## config.mk

```make
export PLATFORM = sky130hd
export DESIGN_NAME = hilo_mult_ctrl
export DESIGN_NICKNAME = d
export VERILOG_FILES = /design/src/rtl/hilo_mult_ctrl_pkg.sv /design/src/rtl/hilo_mult_ctrl.sv
export SDC_FILE = /design/constraint.sdc
export NUM_CORES = 1
export LEC_CHECK = 0
export BUFFER_PORTS_ARGS = -buffer_cell sky130_fd_sc_hd__buf_2
export CORE_MARGIN = 2
export CORE_UTILIZATION = 51
export CTS_BUF_LIST = sky130_fd_sc_hd__clkbuf_8
export DETAILED_ROUTE_END_ITERATION = 10
export GPL_TIMING_DRIVEN = 0
export PLACE_DENSITY = 0.88
export SLEW_MARGIN = 20
export SYNTH_ARGS = -nofsm -noshare
export SYNTH_HDL_FRONTEND = slang
export SYNTH_SLANG_ARGS = --single-unit
```

## constraint.sdc

```tcl
create_clock -name clk -period 3.7 [get_ports clk]
set_input_delay 0.555 -clock clk [delete_from_list [all_inputs] [get_ports clk]]
set_output_delay 0.555 -clock clk [all_outputs]
set_load 0.03 [all_outputs]
```

## src/rtl/hilo_mult_ctrl_pkg.sv

```systemverilog
// Shared opcodes, FSM encoding and default timeout for the HI/LO multiply controller.
package hilo_mult_ctrl_pkg;
    localparam logic [2:0] OP_NOP   = 3'b000;
    localparam logic [2:0] OP_MULT  = 3'b001;
    localparam logic [2:0] OP_MULTU = 3'b010;
    localparam logic [2:0] OP_MFHI  = 3'b011;
    localparam logic [2:0] OP_MFLO  = 3'b100;
    localparam logic [2:0] OP_MTHI  = 3'b101;
    localparam logic [2:0] OP_MTLO  = 3'b110;
    localparam logic [2:0] OP_RSVD  = 3'b111;

    localparam int TIMEOUT_DEF = 64;

    typedef enum logic [1:0] {S_IDLE, S_START, S_WAIT, S_FIX} state_t;
endpackage

```

## src/rtl/hilo_mult_ctrl.sv

```systemverilog
// HI/LO register file and sign-magnitude sequencer around an external unsigned multiplier.
module hilo_mult_ctrl
    import hilo_mult_ctrl_pkg::*;
#(
    parameter int WIDTH   = 16,
    parameter int TIMEOUT = TIMEOUT_DEF
) (
    input  logic               clk,
    input  logic               rst,
    input  logic               Op_valid,
    input  logic [2:0]         Op_code,
    input  logic [WIDTH-1:0]   Rs,
    input  logic [WIDTH-1:0]   Rt,
    output logic               Op_ready,
    output logic [WIDTH-1:0]   Rd_data,
    output logic               Rd_valid,
    output logic [WIDTH-1:0]   HI,
    output logic [WIDTH-1:0]   LO,
    output logic               Err,
    output logic               Mul_St,
    output logic [WIDTH-1:0]   Multiplicador,
    output logic [WIDTH-1:0]   Multiplicando,
    input  logic               Mul_Idle,
    input  logic               Mul_Done,
    input  logic [2*WIDTH-1:0] Produto
);
    localparam int CW = $clog2(TIMEOUT + 1);

    state_t             state;
    logic               sign;
    logic [2*WIDTH-1:0] prod;
    logic [CW-1:0]      cnt;

    // Conditional two's-complement negation in 2*WIDTH-bit wrap arithmetic.
    function automatic logic [2*WIDTH-1:0] cond_neg(input logic [2*WIDTH-1:0] v, input logic neg);
        return neg ? (~v + 1'b1) : v;
    endfunction

    logic [2*WIDTH-1:0] rs_abs, rt_abs, fixed;
    logic               unused_abs_hi;

    // Sign-extended before negation so -2^(WIDTH-1) yields 2^(WIDTH-1) in the low half.
    assign rs_abs        = cond_neg({{WIDTH{Rs[WIDTH-1]}}, Rs}, Rs[WIDTH-1]);
    assign rt_abs        = cond_neg({{WIDTH{Rt[WIDTH-1]}}, Rt}, Rt[WIDTH-1]);
    assign fixed         = cond_neg(prod, sign);
    assign unused_abs_hi = ^{rs_abs[2*WIDTH-1:WIDTH], rt_abs[2*WIDTH-1:WIDTH]};

    assign Op_ready = (state == S_IDLE) && Mul_Idle;

    always_ff @(posedge clk or posedge rst) begin
        if (rst) begin
            state         <= S_IDLE;
            HI            <= '0;
            LO            <= '0;
            Rd_data       <= '0;
            Rd_valid      <= 1'b0;
            Mul_St        <= 1'b0;
            Err           <= 1'b0;
            Multiplicador <= '0;
            Multiplicando <= '0;
            sign          <= 1'b0;
            prod          <= '0;
            cnt           <= '0;
        end else begin
            Rd_valid <= 1'b0;
            Mul_St   <= 1'b0;
            case (state)
                S_IDLE: begin
                    if (Op_valid && Op_ready) begin
                        case (Op_code)
                            OP_MULT: begin
                                Multiplicador <= rs_abs[WIDTH-1:0];
                                Multiplicando <= rt_abs[WIDTH-1:0];
                                sign          <= Rs[WIDTH-1] ^ Rt[WIDTH-1];
                                Mul_St        <= 1'b1;
                                state         <= S_START;
                            end
                            OP_MULTU: begin
                                Multiplicador <= Rs;
                                Multiplicando <= Rt;
                                sign          <= 1'b0;
                                Mul_St        <= 1'b1;
                                state         <= S_START;
                            end
                            OP_MFHI: begin
                                Rd_data  <= HI;
                                Rd_valid <= 1'b1;
                            end
                            OP_MFLO: begin
                                Rd_data  <= LO;
                                Rd_valid <= 1'b1;
                            end
                            OP_MTHI: HI <= Rs;
                            OP_MTLO: LO <= Rs;
                            default: ;
                        endcase
                    end
                end
                S_START: begin
                    cnt   <= '0;
                    state <= S_WAIT;
                end
                S_WAIT: begin
                    if (Mul_Done) begin
                        prod  <= Produto;
                        state <= S_FIX;
                    end else if (cnt == CW'(TIMEOUT - 1)) begin
                        Err   <= 1'b1;
                        state <= S_IDLE;
                    end else begin
                        cnt <= cnt + 1'b1;
                    end
                end
                S_FIX: begin
                    {HI, LO} <= fixed;
                    state    <= S_IDLE;
                end
                default: state <= S_IDLE;
            endcase
        end
    end
endmodule

```

======== Word-level counts from Yosys, hierarchy flattened ========
Cells that the tools add are included.
word-level totals
  bits in registers ....................... 125
  logic and storage cells ................. 82
  output and inout bits ................... 84
  input port bits ......................... 72
operators by class
  muxes and demuxes ....................... 27
  reductions and logical operators ........ 17
  $add $sub $neg .......................... 4
  bitwise operators ....................... 5
  eq/ne operators ......................... 17
operators by type and width
  cell                                            count
  one-hot mux 16 bit (2 select lines)             5
  two-way mux 16 bit                              6
  adder 16 x 1 -> 16 bit (second input constant)  2
  adder 32 x 1 -> 32 bit (second input constant)  1
  two-way mux 32 bit                              1
  inverter 16 bit                                 2
  inverter 32 bit                                 1
  AND reduction 3 bit                             7
  two-way mux 7 bit                               2
  one-hot mux 7 bit (2 select lines)              1
  == test 3 bit (second input constant)           3
  two-way mux 2 bit                               4
  one-hot mux 2 bit (4 select lines)              1
  nonzero test 2 bit                              4
  adder 7 x 1 -> 7 bit (second input constant)    1
  == test 7 x 6 -> 1 bit (second input constant)  1
  == test 3 x 2 -> 1 bit (second input constant)  2
  two-way mux 1 bit                               6
  != test 2 x 1 -> 1 bit (second input constant)  3
  != test 2 bit (second input constant)           3
  == test 2 bit (second input constant)           2
  OR reduction 2 bit                              2
  == test 3 x 1 -> 1 bit (second input constant)  1
  != test 3 bit (second input constant)           1
  other kinds (7)                                 8

======== Depth between registers and ports, before layout ========
  depth in word-level cells ............... 5
  depth in mapped cells ................... 9
  gate-level depth less buffers ........... 7

======== Worst setup path after synthesis ========
OpenSTA, ideal clock, no wires.
  path type ............................... input-to-reg
  start point ............................. input port Rs[7]
  end point ............................... register Multiplicador[14]
  stages .................................. 6
  setup time .............................. 133 ps
  path buffers ............................ 1
  data required time ...................... 3567 ps
  data arrival time ....................... 2029 ps
  slack ................................... 1538 ps
  cell sequence ........................... or4_1 -> clkbuf_1 -> or2_2 -> o41ai_2 -> xor2_1 -> o21ai_0
between the ends
  longest elaborated chain between the ends .. 4
ends and longest elaborated chain
  what                                 line                  RTL
  start: declaration                   hilo_mult_ctrl.sv:12  input logic [WIDTH-1:0] Rs,
  inverter 16 bit                      hilo_mult_ctrl.sv:36  return neg ? (~v + 1'b1) : v;
  adder 16 x 1 -> 16 bit               hilo_mult_ctrl.sv:36
  two-way mux 16 bit                   hilo_mult_ctrl.sv:36
  one-hot mux 16 bit (2 select lines)  hilo_mult_ctrl.sv:70  case (Op_code)
  end signal: assignment               hilo_mult_ctrl.sv:72  Multiplicador <= rs_abs[WIDTH-1:0];
  end signal: assignment               hilo_mult_ctrl.sv:79  Multiplicador <= Rs;
  end: declaration                     hilo_mult_ctrl.sv:21  output logic [WIDTH-1:0] Multiplicador,
No other way between the ends.
A chain may end at the register's enable or synchronous reset.

======== Worst setup path in the final report ========
  start point ............................. register state[0]
  end point ............................... register HI[10]
between the ends
  longest elaborated chain between the ends .. 5
  elaborated cells between the ends (all ways) .. 9
ends and longest elaborated chain
  what                                     line                                        RTL
  start: declaration                       hilo_mult_ctrl.sv:29                        state_t state;
  start signal: assignment                 hilo_mult_ctrl.sv:52                        state <= S_IDLE;
  start signal: assignment                 hilo_mult_ctrl.sv:76                        state <= S_START;
  start signal: assignment                 hilo_mult_ctrl.sv:83                        state <= S_START;
  logical NOT 2 bit                        hilo_mult_ctrl.sv:48, hilo_mult_ctrl.sv:67
  logical AND 1 bit                        hilo_mult_ctrl.sv:48                        assign Op_ready = (state == S_IDLE) && Mul_Idle;
  logical AND 1 bit                        hilo_mult_ctrl.sv:69                        if (Op_valid && Op_ready) begin
  != test 2 x 1 -> 1 bit (no source line)  --
  AND reduction 3 bit (no source line)     --
  end signal: assignment                   hilo_mult_ctrl.sv:93                        OP_MTHI: HI <= Rs;
  end signal: assignment                   hilo_mult_ctrl.sv:115                       {HI, LO} <= fixed;
  end: declaration                         hilo_mult_ctrl.sv:17                        output logic [WIDTH-1:0] HI,
Several ways; a longest one is shown, not always the timed one.

==> impl_results.md <==
* Status: finished clean
* DR DRC count at 0
* # setup viols final at 0
* Clock sink total at about 130
* RSZ-0062 raised after global routing: no
* Compound-Gate Fraction of Synth Area at between 10% and 20%
* Clock root buffer: clkbuf_8
* Mapped Area at roughly 0.0068 mm2
* Post-Syn Instances at a little under 700
* Crit Path Max Fanout at 10
* Final hold slack at ~100 ps
* Drt pass-1 iters at 8
* Dominant cells by area after synthesis: dfrtp_1 (46%), mux2_2 (5.8%), o21ai_0 (4.2%)
* Max Slew Vio Count at 0
* CTS Buf Count at 17
* Horiz. Die Dim at about 120 um
* Final Critical Period at 2758 ps
* Post-synth EDFFs at 0
* Count of warnings emitted by yosys at 0
* PostCTS Resize Cnt at 0
* Max Fclk at 362.6 MHz
* Arrival time worst endpoint at around 3100 ps
* Seq cells post-synth at about 130
* Final wirelength at just under 20 mm
* Post-synth cell types at 55
* CTS tree: built
* Via count at slightly above 6000
* Buffers on Ports at approximately 160
* Register area share after synthesis at ~46%
* Max VDD drop at between 0.0004 and 0.0005 V
* Post-CTS setup buffer count at 0
* Max Cap Viol at 0
* Total power at approximately 7.8 mW
* Startpoint types: flop
* Adder-Cell Fraction of Synth Area at under 10%
* Pwr dens at roughly 940 mW/mm2
* Fin Clk Skew at between 10 and 15 ps
* Commonest non-fill, non-tap cell in the layout: buf_2
* Syn nets at 767
* Yosys top cell by area: dfrtp_1
* FFs w/ async S/R, synth at between 90% and 100%
* HPWL after DPL at 14.70 mm
* Antenna cells at 0
* Period utilization at approximately three quarters
* Worst-skew pair later-pin latency at between 400 and 500 ps
* Initial antenna violation count at 0
* Layout Cells excl Fill at 1052
* Row cnt at between 40 and 50
* Ys flop type: dfrtp_1
* Post-Synth XOR/XNOR Area at approximately 5.8%
* Crit path kind: reg -> reg
* Type of the worst min-delay path: in -> async
* Layout fillers at around 1100
* Post-Synth Simple-Gate Area at approximately 18%
* Fin Setup TNS at 0 ps
* Mapped Avg Cell Area at a little under 10 um2
* Core area at ~0.013 mm2
* Chip height at about 120 um
* Routed Antenna Nets at 0
* Mux contribution to synthesized area at under 10%
* Detailed Route Iter0 Violations at roughly 670
* Measured slew at the worst slew-check pin at 777.5 ps
* Avg WL per Cell at about 18 um
* Most frequent cells in the layout: buf_2 (156), dfrtp_1 (125), nand2_1 (61), o21ai_0 (57), nor2_1 (55)
* H-tree Lvls at 4
* Cts hold-fix bufs at 0
* Ratio of cells with drive above 1 in the final layout at between 20% and 30%
* Slew headroom at 47.48%
* Post-DR vias/cell at 5.874
* Largest family of logic cells by synthesized area: simple AND/OR/NAND/NOR gates
* Synth top area share at ~46%
* GRT overflow at 0
* Pin count of the biggest net entering global routing at 35
* Total GRT Usage at between 20% and 30%
* Starting Density at between 50 and 60%
* Die area at approximately 0.014 mm2
* Lkg Pwr at 3.746 nW
* P&R area growth vs syn at 21.61%
* Final hold violation count at 0
* I/O Pins at 156
* Clk slew on worst S/H paths at ~80 ps
* Vias in the first global route at a little under 6000
* Placed instance count at approximately 1000
* Global-route wire length before repair at 31.60 mm
* Max Buffers Root-to-Sink at 2
* CP required at a little over 4000 ps
* GPL Wtd Cong at about 0.93
* Nets at 945
* Crit. End Element: flop
[metal layers]
| metal | wire (um) | global-route usage, % | vias to the layer above |
|---|---|---|---|
| li1 | - | - | 2841 |
| met1 | 8033 | 39.30 | 2945 |
| met2 | 8942 | 43.43 | 340 |
| met3 | 1543 | 5.316 | 53 |
| met4 | 699 | 13.39 | 0 |
| met5 | 0 | 0 | - |
[logic make-up (layout without fill, tap and decap cells)]
kind of cell | Yosys count | after routing
AO/OA/AOI/OAI | 158 | 158
XOR/XNOR | 45 | 45
adder cells (fa/ha/maj) | 8 | 8
buffers and inverters | 61 | 250
flip-flops | 125 | 125
multiplexers | 60 | 60
AND/OR/NAND/NOR | 230 | 230
[cells in the mapped netlist, drive strengths merged (5+ instances only)]
cell type  count
dfrtp        125
nand2         61
o21ai         57
nor2          55
clkbuf        36
mux2          35
a21oi         32
xor2          31
mux2i         25
nor3          22
inv           19
a211oi        17
or4           15
xnor2         14
a21o          13
o31ai         11
nor4          10
o41ai         10
a31oi          8
ha             8
nand4          8
nor2b          8
nand3          7
buf            6
or3            6
nand2b         5
[report_power, final]
part / internal (mW) / switching [mW]
logic: 1.42 / 2.57
clock network: 0.601 / 0.548
registers: 2.01 / 0.612
[critical path, stage by stage (launching register included)]
cell,delay [ps]
dfrtp_1,440
inv_1,110
ha_1,320
nand3_1,170
o21ai_0,400
clkbuf_1,380
or4bb_1,520
mux2i_1,210
a211oi_1,80
[layout make-up]
type                            instances  area (um2)  share of cell area (%)
Clock inverter                         12       125.1                   1.523
Inverter                               19       75.07                  0.9135
Clock buffer                           18       247.7                   3.015
Buffer                                 42       198.9                   2.421
Multi-Input combinational cell        501        3359                   40.88
Tap cell                              176       220.2                   2.680
Sequential cell                       125        3128                   38.06
Timing Repair Buffer                  159       863.3                   10.51
[sequential cells by signal, indices dropped and copies added (netlist names)]
signal         count
Err                1
state              2
Mul_St             1
sign               1
Rd_data           16
HI                16
prod              32
cnt                7
LO                16
Multiplicando     16
Multiplicador     16
Rd_valid           1
[final timing paths]
kind | from | end | slack [ps] | cells after the start
setup / recovery | state[0] | HI[10] | 940 | 8
hold / removal | rst | state[0] | 100 | 2
setup reg to reg | state[0] | HI[10] | 940 | 8
hold reg to reg | Err | Err | 450 | 1
max in group asynchronous | rst | Multiplicador[10] | 2930 | 4
min in group clk | Produto[27] | prod[27] | 330 | 3
[stage by stage]
stage          setup WS [ps]  area, um2  utilization [%]
4_1_cts                 1008       8218            62.80
6_report               941.9       8218            62.80
2_1_floorplan           1538       6761                -
5_1_grt                812.7       8218            62.80
3_3_place_gp           833.2       7757            59.28
3_5_place_dp            1032       7845            59.95
No activity file was read; power rests on OpenSTA's default activity.
